File: src/rtl/hazard_detection_unit_pkg.sv
`default_nettype none
// ==========================================================================
// hazard_pkg : shared types for the pipeline hazard controller  | rev 1.0
// ==========================================================================
package hazard_pkg;

  typedef enum logic [0:0] {
    RUN     = 1'b0,
    MD_BUSY = 1'b1
  } hz_state_e;

  localparam logic [4:0] ZERO_REG = 5'd0;

  typedef struct packed {
    logic pc_write;
    logic ifid_write;
    logic ifid_flush;
    logic idex_bubble;
  } hz_ctrl_t;

  localparam hz_ctrl_t CTRL_RESET  = '{pc_write: 1'b0, ifid_write: 1'b0, ifid_flush: 1'b1, idex_bubble: 1'b1};
  localparam hz_ctrl_t CTRL_BRANCH = '{pc_write: 1'b1, ifid_write: 1'b1, ifid_flush: 1'b1, idex_bubble: 1'b1};
  localparam hz_ctrl_t CTRL_STALL  = '{pc_write: 1'b0, ifid_write: 1'b0, ifid_flush: 1'b0, idex_bubble: 1'b1};
  localparam hz_ctrl_t CTRL_RUN    = '{pc_write: 1'b1, ifid_write: 1'b1, ifid_flush: 1'b0, idex_bubble: 1'b0};

endpackage
`default_nettype wire

File: src/rtl/hazard_detection_unit_if.sv
`default_nettype none
// ==========================================================================
// hazard_detection_unit_if : pipeline <-> hazard controller signals | rev 1.0
// ==========================================================================
interface hazard_detection_unit_if #(
  parameter int STALL_CNT_W = 16
);
  logic                   in_IdEx_MemRead;
  logic [4:0]             in_IdEx_RegisterRt;
  logic                   in_IdEx_MulDiv_Start;
  logic [4:0]             in_IfId_RegisterRs;
  logic [4:0]             in_IfId_RegisterRt;
  logic                   in_IfId_UsesRt;
  logic                   in_IfId_HiLoRead;
  logic                   in_IfId_MulDiv;
  logic                   in_Branch_Taken;
  logic                   out_PC_Write;
  logic                   out_IfId_Write;
  logic                   out_IfId_Flush;
  logic                   out_IdEx_Bubble;
  logic                   out_MulDiv_Busy;
  logic                   out_HiLo_Done;
  logic [STALL_CNT_W-1:0] out_StallCount;

  // Pipeline side drives the status inputs and consumes the enables.
  modport master (
    output in_IdEx_MemRead, in_IdEx_RegisterRt, in_IdEx_MulDiv_Start,
           in_IfId_RegisterRs, in_IfId_RegisterRt, in_IfId_UsesRt,
           in_IfId_HiLoRead, in_IfId_MulDiv, in_Branch_Taken,
    input  out_PC_Write, out_IfId_Write, out_IfId_Flush, out_IdEx_Bubble,
           out_MulDiv_Busy, out_HiLo_Done, out_StallCount
  );

  modport slave (
    input  in_IdEx_MemRead, in_IdEx_RegisterRt, in_IdEx_MulDiv_Start,
           in_IfId_RegisterRs, in_IfId_RegisterRt, in_IfId_UsesRt,
           in_IfId_HiLoRead, in_IfId_MulDiv, in_Branch_Taken,
    output out_PC_Write, out_IfId_Write, out_IfId_Flush, out_IdEx_Bubble,
           out_MulDiv_Busy, out_HiLo_Done, out_StallCount
  );
endinterface
`default_nettype wire

File: src/rtl/hazard_detection_unit_muldiv_busy_timer.sv
`default_nettype none
// ==========================================================================
// muldiv_busy_timer : mult/div occupancy countdown + HI/LO done pulse | rev 1.0
// ==========================================================================
module muldiv_busy_timer
  import hazard_pkg::*;
#(
  parameter int MULDIV_LATENCY = 4
) (
  input  wire logic clk,
  input  wire logic reset,
  input  wire logic start_i,
  output logic      busy_o,
  output logic      done_o
);

  localparam logic [3:0] LOAD_VAL = 4'(MULDIV_LATENCY - 1);

  hz_state_e  state_q;
  logic [3:0] cnt_q;
  logic       done_q;

  always_ff @(posedge clk) begin
    if (reset) begin
      state_q <= RUN;
      cnt_q   <= 4'd0;
      done_q  <= 1'b0;
    end else begin
      done_q <= 1'b0;
      case (state_q)
        RUN: begin
          if (start_i) begin
            cnt_q   <= LOAD_VAL;
            state_q <= MD_BUSY;
          end
        end
        MD_BUSY: begin
          // A start seen while busy is deliberately not a reload.
          cnt_q <= cnt_q - 4'd1;
          if (cnt_q == 4'd1) begin
            state_q <= RUN;
            done_q  <= 1'b1;
          end
        end
        default: state_q <= RUN;
      endcase
    end
  end

  assign busy_o = (state_q == MD_BUSY) & ~reset;
  assign done_o = done_q & ~reset;

endmodule
`default_nettype wire

File: src/rtl/hazard_detection_unit.sv
`default_nettype none
// ==========================================================================
// hazard_detection_unit : load-use / mult-div / branch stall+flush control | rev 1.0
// ==========================================================================
module hazard_detection_unit
  import hazard_pkg::*;
#(
  parameter int MULDIV_LATENCY = 4,
  parameter int STALL_CNT_W    = 16
) (
  input wire logic               clk,
  input wire logic               reset,
  hazard_detection_unit_if.slave hz
);

  logic                   md_busy;
  logic                   md_done;
  logic                   load_use_hit;
  logic                   muldiv_hit;
  logic                   stall;
  hz_ctrl_t               ctrl;
  logic [STALL_CNT_W-1:0] count_q;
  logic [STALL_CNT_W-1:0] count_d;

  muldiv_busy_timer #(
    .MULDIV_LATENCY(MULDIV_LATENCY)
  ) u_timer (
    .clk    (clk),
    .reset  (reset),
    .start_i(hz.in_IdEx_MulDiv_Start),
    .busy_o (md_busy),
    .done_o (md_done)
  );

  assign load_use_hit = hz.in_IdEx_MemRead
                      & (hz.in_IdEx_RegisterRt != ZERO_REG)
                      & ((hz.in_IdEx_RegisterRt == hz.in_IfId_RegisterRs)
                        | (hz.in_IfId_UsesRt & (hz.in_IdEx_RegisterRt == hz.in_IfId_RegisterRt)));

  assign muldiv_hit = md_busy & (hz.in_IfId_HiLoRead | hz.in_IfId_MulDiv);
  assign stall      = load_use_hit | muldiv_hit;

  // Taken branch wins over a stall: the stalled instruction is being squashed anyway.
  always_comb begin
    ctrl = CTRL_RUN;
    if (reset)                   ctrl = CTRL_RESET;
    else if (hz.in_Branch_Taken) ctrl = CTRL_BRANCH;
    else if (stall)              ctrl = CTRL_STALL;
  end

  always_comb begin
    count_d = count_q;
    if (stall && !hz.in_Branch_Taken && !(&count_q))
      count_d = count_q + STALL_CNT_W'(1);
  end

  always_ff @(posedge clk) begin
    if (reset) count_q <= '0;
    else       count_q <= count_d;
  end

  assign hz.out_PC_Write    = ctrl.pc_write;
  assign hz.out_IfId_Write  = ctrl.ifid_write;
  assign hz.out_IfId_Flush  = ctrl.ifid_flush;
  assign hz.out_IdEx_Bubble = ctrl.idex_bubble;
  assign hz.out_MulDiv_Busy = md_busy;
  assign hz.out_HiLo_Done   = md_done;
  assign hz.out_StallCount  = reset ? '0 : count_q;

endmodule
`default_nettype wire

File: src/flat_wrapper.sv
// flat-port wrapper written by rule: the top's interface ports become plain ports
module hazard_detection_unit_flat import hazard_pkg::*;
#(
  parameter int MULDIV_LATENCY = 4,
  parameter int STALL_CNT_W    = 16
)
  (clk, reset, hz_in_IdEx_MemRead, hz_in_IdEx_RegisterRt, hz_in_IdEx_MulDiv_Start, hz_in_IfId_RegisterRs, hz_in_IfId_RegisterRt, hz_in_IfId_UsesRt, hz_in_IfId_HiLoRead, hz_in_IfId_MulDiv, hz_in_Branch_Taken, hz_out_PC_Write, hz_out_IfId_Write, hz_out_IfId_Flush, hz_out_IdEx_Bubble, hz_out_MulDiv_Busy, hz_out_HiLo_Done, hz_out_StallCount);
  hazard_detection_unit_if #(.STALL_CNT_W(STALL_CNT_W)) hz_i ();
  input wire logic clk;
  input wire logic reset;
  input wire logic [$bits(hz_i.in_IdEx_MemRead)-1:0] hz_in_IdEx_MemRead;
  input wire logic [$bits(hz_i.in_IdEx_RegisterRt)-1:0] hz_in_IdEx_RegisterRt;
  input wire logic [$bits(hz_i.in_IdEx_MulDiv_Start)-1:0] hz_in_IdEx_MulDiv_Start;
  input wire logic [$bits(hz_i.in_IfId_RegisterRs)-1:0] hz_in_IfId_RegisterRs;
  input wire logic [$bits(hz_i.in_IfId_RegisterRt)-1:0] hz_in_IfId_RegisterRt;
  input wire logic [$bits(hz_i.in_IfId_UsesRt)-1:0] hz_in_IfId_UsesRt;
  input wire logic [$bits(hz_i.in_IfId_HiLoRead)-1:0] hz_in_IfId_HiLoRead;
  input wire logic [$bits(hz_i.in_IfId_MulDiv)-1:0] hz_in_IfId_MulDiv;
  input wire logic [$bits(hz_i.in_Branch_Taken)-1:0] hz_in_Branch_Taken;
  output wire logic [$bits(hz_i.out_PC_Write)-1:0] hz_out_PC_Write;
  output wire logic [$bits(hz_i.out_IfId_Write)-1:0] hz_out_IfId_Write;
  output wire logic [$bits(hz_i.out_IfId_Flush)-1:0] hz_out_IfId_Flush;
  output wire logic [$bits(hz_i.out_IdEx_Bubble)-1:0] hz_out_IdEx_Bubble;
  output wire logic [$bits(hz_i.out_MulDiv_Busy)-1:0] hz_out_MulDiv_Busy;
  output wire logic [$bits(hz_i.out_HiLo_Done)-1:0] hz_out_HiLo_Done;
  output wire logic [$bits(hz_i.out_StallCount)-1:0] hz_out_StallCount;
  assign hz_i.in_IdEx_MemRead = hz_in_IdEx_MemRead;
  assign hz_i.in_IdEx_RegisterRt = hz_in_IdEx_RegisterRt;
  assign hz_i.in_IdEx_MulDiv_Start = hz_in_IdEx_MulDiv_Start;
  assign hz_i.in_IfId_RegisterRs = hz_in_IfId_RegisterRs;
  assign hz_i.in_IfId_RegisterRt = hz_in_IfId_RegisterRt;
  assign hz_i.in_IfId_UsesRt = hz_in_IfId_UsesRt;
  assign hz_i.in_IfId_HiLoRead = hz_in_IfId_HiLoRead;
  assign hz_i.in_IfId_MulDiv = hz_in_IfId_MulDiv;
  assign hz_i.in_Branch_Taken = hz_in_Branch_Taken;
  assign hz_out_PC_Write = hz_i.out_PC_Write;
  assign hz_out_IfId_Write = hz_i.out_IfId_Write;
  assign hz_out_IfId_Flush = hz_i.out_IfId_Flush;
  assign hz_out_IdEx_Bubble = hz_i.out_IdEx_Bubble;
  assign hz_out_MulDiv_Busy = hz_i.out_MulDiv_Busy;
  assign hz_out_HiLo_Done = hz_i.out_HiLo_Done;
  assign hz_out_StallCount = hz_i.out_StallCount;
  hazard_detection_unit #(.MULDIV_LATENCY(MULDIV_LATENCY), .STALL_CNT_W(STALL_CNT_W)) u_core (.clk(clk), .reset(reset), .hz(hz_i));
endmodule
File: config.mk
export PLATFORM = sky130hd
export DESIGN_NAME = hazard_detection_unit_flat
export DESIGN_NICKNAME = d
export VERILOG_FILES = /design/src/rtl/hazard_detection_unit_pkg.sv /design/src/rtl/hazard_detection_unit_if.sv /design/src/rtl/hazard_detection_unit_muldiv_busy_timer.sv /design/src/rtl/hazard_detection_unit.sv /design/src/flat_wrapper.sv
export SDC_FILE = /design/constraint.sdc
export NUM_CORES = 1
export LEC_CHECK = 0
export BUFFER_PORTS_ARGS = -buffer_cell sky130_fd_sc_hd__clkbuf_2
export CORE_MARGIN = 8
export CORE_UTILIZATION = 50
export DETAILED_ROUTE_END_ITERATION = 10
export MAX_ROUTING_LAYER = met4
export PLACE_DENSITY = 0.79
export SLEW_MARGIN = 30
export SYNTH_ARGS = -nofsm -noshare
export SYNTH_HDL_FRONTEND = slang
export SYNTH_HIERARCHICAL = 1
export SYNTH_SLANG_ARGS = --single-unit
File: constraint.sdc
create_clock -name clk -period 2.35 [get_ports clk]
set_clock_uncertainty 0.05 [all_clocks]
set_input_delay 0.3525 -clock clk [delete_from_list [all_inputs] [get_ports clk]]
set_output_delay 0.3525 -clock clk [all_outputs]
set_load 0.02 [all_outputs]
==> flow_metrics.tcl, run 1 <==
set metrics [dict create \
    grt_use_total_pct 16.2 \
    nets 244 \
    h-tree-depth 1 \
    cp-start-kind "input port" \
    finalWirelength_um 3330 \
    insertion_delay_ns 0.30 \
    drt_iter0_markers 81 \
    synthCells 166 \
    max_stage_delay_ns 0.53 \
    busiest_layer "met2" \
    gp_congestion 0.812 \
    areaGrowthSynthToFinish_pct 23.2 \
    final_common_cell "clkbuf_2" \
    syn-cell-area_sq_um 1390 \
    tightest_slew_ns 0.369 \
    grtUsageMet1_pct 19.5 \
    nFillCells 253 \
    synth_edf_count 0 \
    post_cts_buffers 0 \
    clkSinkCount 22 \
    critical_path_arrival_ns 1.80 \
    cap_violations 0 \
    synth_top_area_cell "dfxtp_1" \
    fmax_mhz 453 \
    detail_route.wl_per_cell_um 13.4 \
    start_util_pct 51.7 \
    clk_pin_slew_ns 0.12 \
    fin_ws_ns 0.143 \
    root_buffer "clkbuf_4" \
    hold_buffers 0 \
    grt_util_met3_pct 3.07 \
    final_max_slew_viol_count 0 \
    drc 0 \
    ctsResizeCount 0 \
    setup_tns_ns 0 \
    period_minus_slack_ns 2.21 \
    critical_path.max_fanout 3 \
    diodes 0 \
    grt_pass1_vias 1448 \
    rsz0062_at_grt "no" \
    grt_pass1_wl_um 6020 \
    drive_gt1_share_pct 30.0 \
    synth_seq_cells 22 \
    slowest_stage "or4_1" \
    grt_util_met2_pct 27.4 \
    grt-ovfl-total 0 \
    drtAntennaViolNets 0 \
    required_ns 1.95 \
    drt-pass1-iter-count 4 \
    syn-num-nets 192 \
    grt_max_degree 41 \
    die_y_um 68.7 \
    cts_tree "yes" \
    leakage_nw 0.753 \
    peakVddDrop_v 0.000331 \
    avgSynthCellArea_sq_um 8.37 \
    rows 19 \
    place_hpwl_um 2690 \
    port_buffers 44 \
    ys_warn_count 6 \
    clockBufferDepth 2 \
    relSlewSlack_pct 75.4 \
    hold_viol 0 \
    min_path_type "input port to flop" \
    status "finished, final reports clean" \
    ys_dominant_reg_cell "dfxtp_1" \
    die_w_um 68.7 \
    worstSetupPathType "input port to output port" \
    die-area_sq_um 4720 \
    num_vias 1363 \
    synthArstFlopShare_pct 0 \
    ys_types 41 \
    cts_made_buffers 3 \
    coreArea_sq_um 2690 \
    power_per_cell_area_nw_per_um2 429 \
    antenna_found_initial 0 \
    reg2reg_slack_ns 0.23 \
    crit_chain "clkbuf_2 > or4_1 > o211a_1 > a21o_1 > nor2_1 > clkbuf_2" \
    dp_slack_ns 0.00179 \
    drt-vias-per-instance 5.50 \
    critPathCaptureType "output port" \
    timing.critical_path.mode_cell "clkbuf_2" \
    setup_viol 0 \
    period_share_pct 93.9 \
    synth_top_area_share_pct 31.7 \
    yosysSeqAreaShare_pct 31.7 \
    synthTopCellsByArea "dfxtp_1 32%, nor2b_1 8.1%, xnor2_1 6.3%" \
    ios 45 \
    final_cell_mix "44 x clkbuf_2, 22 x dfxtp_1, 18 x nor2b_1, 14 x nor2_1" \
]
[synthesized netlist by cell type (3+ instances only)]
master,n
mux2_1,3
o21ai_1,7
and3_1,5
xnor2_1,10
or4_1,7
inv_1,5
nor2b_1,18
nand3b_1,3
ha_1,3
a211oi_1,3
nand3_1,10
dfxtp_1,22
nand4_1,3
nor2_1,14
nand2_1,9
nor3_1,8
clkbuf_1,3
a21oi_1,5
[critical path, delay by kind of cell]
kind | cells | cell delay, ns
buf+inv | 2 | 0.31
compound gates | 2 | 0.47
simple gates | 2 | 0.67
[cell type report]
cell class,count,area (sq um),share of cell area [%]
Clock buffer,4,36.3,2.12
Tap cell,31,38.8,2.27
Sequential cell,22,440,25.7
Inverter,5,18.8,1.10
Timing Repair Buffer,53,288,16.8
Multi-Input combinational cell,133,888,51.9
[stage by stage]
step / instances / hold WS [ns] / total power [mW] / utilization (%) / instance area (sq um)
after detailed placement: 244 / 0.433 / 0.531 / 62.3 / 1670
after CTS: 248 / 0.296 / 0.742 / 63.7 / 1710
after global routing: 248 / 0.298 / 0.775 / 63.7 / 1710
final: 248 / 0.303 / 0.734 / 63.7 / 1710
after global placement: 244 / 0.427 / 0.526 / 62.3 / 1670
after floorplan: 166 / 0.372 / 0.482 / - / 1390
[state kept, by name, summed over array words and instances (netlist names)]
signal,count
u_core/u_timer/cnt_q,4
u_core/u_timer/state_q,1
u_core/count_q,16
u_core/u_timer/done_q,1
[metal layers]
layer  vias up  share of wire (%)  wire, um
met5         -                  0         0
li1        699                  -         -
met3         0                4.6       154
met4         0                  0         0
met2        33                 47      1570
met1       631                 48      1610
[worst paths after layout]
kind                                                      start                                end  cells past startpoint
worst max-delay path                   hz_in_IdEx_RegisterRt[2]                  hz_out_IfId_Write                      6
worst min-delay path                    hz_in_IdEx_MulDiv_Start  u_core/u_timer/state_q$_SDFF_PP0_                      3
worst min register to register  u_core/count_q[12]$_SDFFE_PP0P_    u_core/count_q[12]$_SDFFE_PP0P_                      1
worst max register to register   u_core/count_q[0]$_SDFFE_PP0P_     u_core/count_q[9]$_SDFFE_PP0P_                      7
[cell families (layout without fill, tap and decap cells)]
| kind of cell | Yosys count | count (layout) | share of synthesized area [%] |
|---|---|---|---|
| compound gates | 30 | 30 | 15.7 |
| xor+xnor | 11 | 11 | 6.94 |
| fa+ha+maj | 3 | 3 | 2.70 |
| buf+inv | 11 | 62 | 4.32 |
| flops | 22 | 22 | 31.7 |
| mux | 6 | 6 | 5.32 |
| simple gates | 83 | 83 | 33.3 |
[power by group]
part           internal (mW)  switching [mW]
clock network         0.0945           0.118
logic                 0.0617          0.0704
registers              0.382         0.00784
total                  0.538           0.196
No activity file was read; power rests on OpenSTA's default activity.
==> run 2: changes to the inputs <==
- CORE_MARGIN: 8 -> 2
==> flow_metrics.tcl, run 2 (synthesis gave the netlist of run 1 again) <==
set metrics [dict create \
    status "finished, final reports clean" \
    whs_ns 0.291 \
    startpoint "hz_in_IdEx_RegisterRt[2]" \
    start_util_pct 51.7 \
    setup_tns_ns 0 \
    critical_path.max_fanout 3 \
    tightest_slew_ns 0.386 \
    setup_viol 0 \
    leakage_nw 0.770 \
    clkSinkCount 22 \
    final_cell_mix "44 x clkbuf_2, 22 x dfxtp_1, 18 x nor2b_1, 14 x nor2_1, 11 x buf_4" \
    peakVddDrop_v 0.000352 \
    rsz0062_at_grt "no" \
    worstSetupPathType "input port to output port" \
    wl_met2_um 1700 \
    r2r-end "u_core/count_q[8]$_SDFFE_PP0P_" \
    ios 45 \
    drt-pass1-iter-count 4 \
    required_ns 1.95 \
    dp_slack_ns -0.00411 \
    cts_made_buffers 3 \
    grt_pass1_vias 1363 \
    h-tree-depth 1 \
    grt-ovfl-total 0 \
    reg2reg_slack_ns 0.20 \
    dr_wl_met3_um 170 \
    antenna_found_initial 0 \
    largest_reg_flops 16 \
    root_buffer "clkbuf_4" \
    stdcell_count 249 \
    cts_tree "yes" \
    finalWirelength_um 3340 \
    final_max_slew_viol_count 0 \
    regArea_sq_um 440 \
    multi_input_area_sq_um 895 \
    swShare_pct 27.8 \
    fin_ws_ns 0.159 \
    die_w_um 56.7 \
    switchingPower_uw 195 \
    grt_use_total_pct 22.4 \
    drt_iter0_markers 38 \
    diodes 0 \
    place_hpwl_um 2540 \
    largest_register "u_core/count_q" \
    top_layer_used "met4" \
    cp-start-kind "input port" \
    drive_gt1_share_pct 30.3 \
    clk_pin_slew_ns 0.12 \
    port_buffers 44 \
    final_common_cell "clkbuf_2" \
    period_share_pct 93.2 \
    grt_max_degree 41 \
    wl_met1_um 1410 \
    num_vias 1424 \
    critPathCaptureType "output port" \
    hold_viol 0 \
    power_frac_seq_pct 55.6 \
    power_per_cell_area_nw_per_um2 408 \
    place_area_sq_um 1660 \
    p_clk_share_pct 25.0 \
    gp_congestion 0.834 \
    r2r_cells 8 \
    insertion_delay_ns 0.32 \
    min_path_type "input port to flop" \
    place_inst 242 \
    hold_depth 3 \
    whs_endpoint "u_core/u_timer/state_q$_SDFF_PP0_" \
    clockBufferDepth 2 \
    drt-vias-per-instance 5.72 \
    r2r_start "u_core/count_q[1]$_SDFFE_PP0P_" \
    relSlewSlack_pct 74.3 \
    reg.largest.list "u_core/count_q: 16 flops, u_core/u_timer/cnt_q: 4 flops" \
    die-area_sq_um 3220 \
    period_minus_slack_ns 2.19 \
    cap_violations 0 \
    drtAntennaViolNets 0 \
    fmax_mhz 456 \
    final_area_sq_um 1720 \
    critical_path_arrival_ns 1.79 \
    drc 0 \
    detail_route.wl_per_cell_um 13.4 \
    holdCritStartpoint "hz_in_IdEx_MulDiv_Start" \
    pwr-share-comb_pct 19.4 \
    coreArea_sq_um 2690 \
    grt_pass1_wl_um 5670 \
    p_int_uw 506 \
    nets 246 \
    nFillCells 243 \
    die_y_um 56.7 \
    rows 19 \
    areaGrowthSynthToFinish_pct 23.7 \
]
==> run 2: final cells by class <==
cell class	instances	share of cell area (%)
Clock buffer	3	1.31
Inverter	5	1.09
Multi-Input combinational cell	133	52.1
Sequential cell	22	25.6
Tap cell	31	2.26
Timing Repair Buffer	55	17.6
==> run 2: worst max-delay path by stage <==
stage | slack (ns) | endpoint | cells after the start
2_1_floorplan | 0.09 | hz_out_PC_Write | 5
3_3_place_gp | 0.05 | u_core/count_q[1]$_SDFFE_PP0P_ | 8
5_1_grt | 0.08 | hz_out_PC_Write | 6
3_5_place_dp | -0.004 | u_core/count_q[1]$_SDFFE_PP0P_ | 8
4_1_cts | 0.11 | u_core/count_q[1]$_SDFFE_PP0P_ | 8
6_report | 0.16 | hz_out_PC_Write | 6
==> run 2: stage by stage <==
stage	power [mW]	utilization [%]
floorplan	0.482	-
global route	0.736	63.9
finish	0.701	63.9
CTS	0.707	62.6
global placement	0.523	61.8
detailed placement	0.530	61.8
==> run 2: power by group through the flow <==
stage | Combinational, mW | Clock (mW) | Sequential, mW
2_1_floorplan | 0.0840 | 0 | 0.398
3_3_place_gp | 0.125 | 0 | 0.398
3_5_place_dp | 0.131 | 0 | 0.399
4_1_cts | 0.132 | 0.184 | 0.390
5_1_grt | 0.152 | 0.193 | 0.392
6_report | 0.136 | 0.175 | 0.390
==> run 2: routing by layer <==
layer  track usage (%)  vias to the layer above
met5                 -                        -
met2              39.2                       39
met3              3.00                        7
li1                  -                      704
met1              26.0                      674
met4              8.16                        0
==> run 2: critical path, cell delays in order <==
cell and delay, ns:
clkbuf_2 0.12, or4_1 0.53, o211a_1 0.25, a21o_1 0.21, nor2_1 0.13, clkbuf_2 0.19
==> run 2: repair_timing <==
item / 4_1_cts / 5_1_grt
buffers inserted: 0 / 4
setup endpoints to repair: 0 / 1
resized for setup: 0 / 1
hold buffers: 0 / 0
==> run 3: changes to the inputs <==
- BUFFER_PORTS_ARGS: -buffer_cell sky130_fd_sc_hd__clkbuf_2 -> -buffer_cell sky130_fd_sc_hd__buf_2
==> flow_metrics.tcl, run 3 (synthesis gave the netlist of run 1 again) <==
set metrics [dict create \
    status "finished, final reports clean" \
    root_buffer "clkbuf_4" \
    hold_buffers 0 \
    clockBufferDepth 2 \
    final_cell_mix "44 x buf_2, 22 x dfxtp_1, 18 x nor2b_1, 14 x nor2_1, 11 x buf_4" \
    grtUsageMet1_pct 25.0 \
    p_int_uw 541 \
    power_per_cell_area_nw_per_um2 424 \
    whs_ns 0.314 \
    port_buffers 44 \
    drive_gt1_share_pct 30.6 \
    detail_route.wl_per_cell_um 12.5 \
    cts_made_buffers 3 \
    leakage_nw 0.787 \
    p_clk_share_pct 28.3 \
    cts_tree "yes" \
    grt-ovfl-total 0 \
    finalWirelength_um 3120 \
    power_frac_seq_pct 53.1 \
    cap_violations 0 \
    peakVddDrop_v 0.000327 \
    busiest_layer "met2" \
    stdcell_count 250 \
    start_util_pct 51.7 \
    diodes 0 \
    grt_pass1_wl_um 5290 \
    required_ns 1.95 \
    period_minus_slack_ns 2.20 \
    grt_pass1_vias 1257 \
    place_area_sq_um 1690 \
    multi_input_area_sq_um 895 \
    ios 45 \
    drc 0 \
    setup_tns_ns 0 \
    critical_path.max_fanout 3 \
    final_common_cell "buf_2" \
    rsz0062_at_grt "no" \
    insertion_delay_ns 0.30 \
    drt-pass1-iter-count 4 \
    tightest_slew_ns 0.372 \
    drt_iter0_markers 45 \
    h-tree-depth 1 \
    switchingPower_uw 194 \
    min_path_type "input port to flop" \
    largest_reg_flops 16 \
    clk_pin_slew_ns 0.12 \
    areaGrowthSynthToFinish_pct 24.7 \
    die_y_um 56.7 \
    worstSetupPathType "input port to output port" \
    pwr-share-comb_pct 18.6 \
    grt_use_total_pct 20.8 \
    grt_util_met3_pct 3.46 \
    hold_viol 0 \
    critical_path_arrival_ns 1.79 \
    drt-vias-per-instance 5.60 \
    relSlewSlack_pct 75.2 \
    place_inst 246 \
    setup_viol 0 \
    nFillCells 236 \
    fmax_mhz 455 \
    clkSinkCount 22 \
    nets 246 \
    place_hpwl_um 2470 \
    final_area_sq_um 1730 \
    die-area_sq_um 3220 \
    final_max_slew_viol_count 0 \
    power_uw 735 \
    regArea_sq_um 440 \
    coreArea_sq_um 2690 \
    gp_congestion 0.826 \
    antenna_found_initial 0 \
    grt_util_met2_pct 36.5 \
    swShare_pct 26.4 \
    period_share_pct 93.5 \
    largest_register "u_core/count_q" \
    cp-start-kind "input port" \
    die_w_um 56.7 \
    reg.largest.list "u_core/count_q: 16 flops, u_core/u_timer/cnt_q: 4 flops" \
    critPathCaptureType "output port" \
    drtAntennaViolNets 0 \
    grt_max_degree 41 \
    num_vias 1401 \
    rows 19 \
]
==> run 3: changes by cell type in the layout (fill, tap and decap cells not counted), sizes merged <==
cell    previous run  this run
buf               11        55
clkbuf            47         4
==> run 3: cell type report <==
cell class              count  area share (%)
multi-input cells         133            51.7
flip-flops and latches     22            25.4
repair buffers             55            17.5
well taps                  31            2.24
clock buffers               4            2.10
inverters                   5            1.08
==> run 3: power groups by stage <==
| stage | logic (mW) | clock network, mW | registers (mW) |
|---|---|---|---|
| finish | 0.136 | 0.208 | 0.390 |
| global route | 0.151 | 0.235 | 0.392 |
| CTS | 0.137 | 0.221 | 0.390 |
| floorplan | 0.0840 | 0 | 0.398 |
| detailed placement | 0.137 | 0 | 0.399 |
| global placement | 0.130 | 0 | 0.398 |
==> run 3: final timing paths <==
| kind | start | endpoint | slack, ns | depth (start not counted) |
|---|---|---|---|---|
| worst max-delay path | hz_in_IdEx_RegisterRt[2] | hz_out_IfId_Write | 0.15 | 6 |
| worst min register to register | u_core/count_q[12]$_SDFFE_PP0P_ | u_core/count_q[12]$_SDFFE_PP0P_ | 0.45 | 1 |
| worst max register to register | u_core/count_q[1]$_SDFFE_PP0P_ | u_core/count_q[8]$_SDFFE_PP0P_ | 0.22 | 7 |
| worst min-delay path | hz_in_IdEx_MulDiv_Start | u_core/u_timer/state_q$_SDFF_PP0_ | 0.31 | 3 |
==> run 3: layer usage <==
layer / vias up / wire, um
li1: 702 / -
met1: 645 / 1310
met2: 52 / 1580
met3: 2 / 212
met4: 0 / 14
met5: - / 0
==> run 3: timing repair <==
item                                    CTS  global route
gates resized for setup                   0             1
setup buffers                             0             0
endpoints found under the setup margin    0             1
==> run 3: through the flow <==
stage / utilization (%) / worst slack [ns]
floorplan: - / 0.0909
global placement: 62.9 / 0.0884
detailed placement: 62.9 / 0.0436
CTS: 64.2 / 0.149
global route: 64.5 / 0.0588
finish: 64.5 / 0.154
==> run 3: worst max-delay path, stage by stage <==
cell	delay [ns]
buf_2	0.12
or4_1	0.52
o211a_1	0.25
a21o_1	0.21
nor2_1	0.14
buf_2	0.19
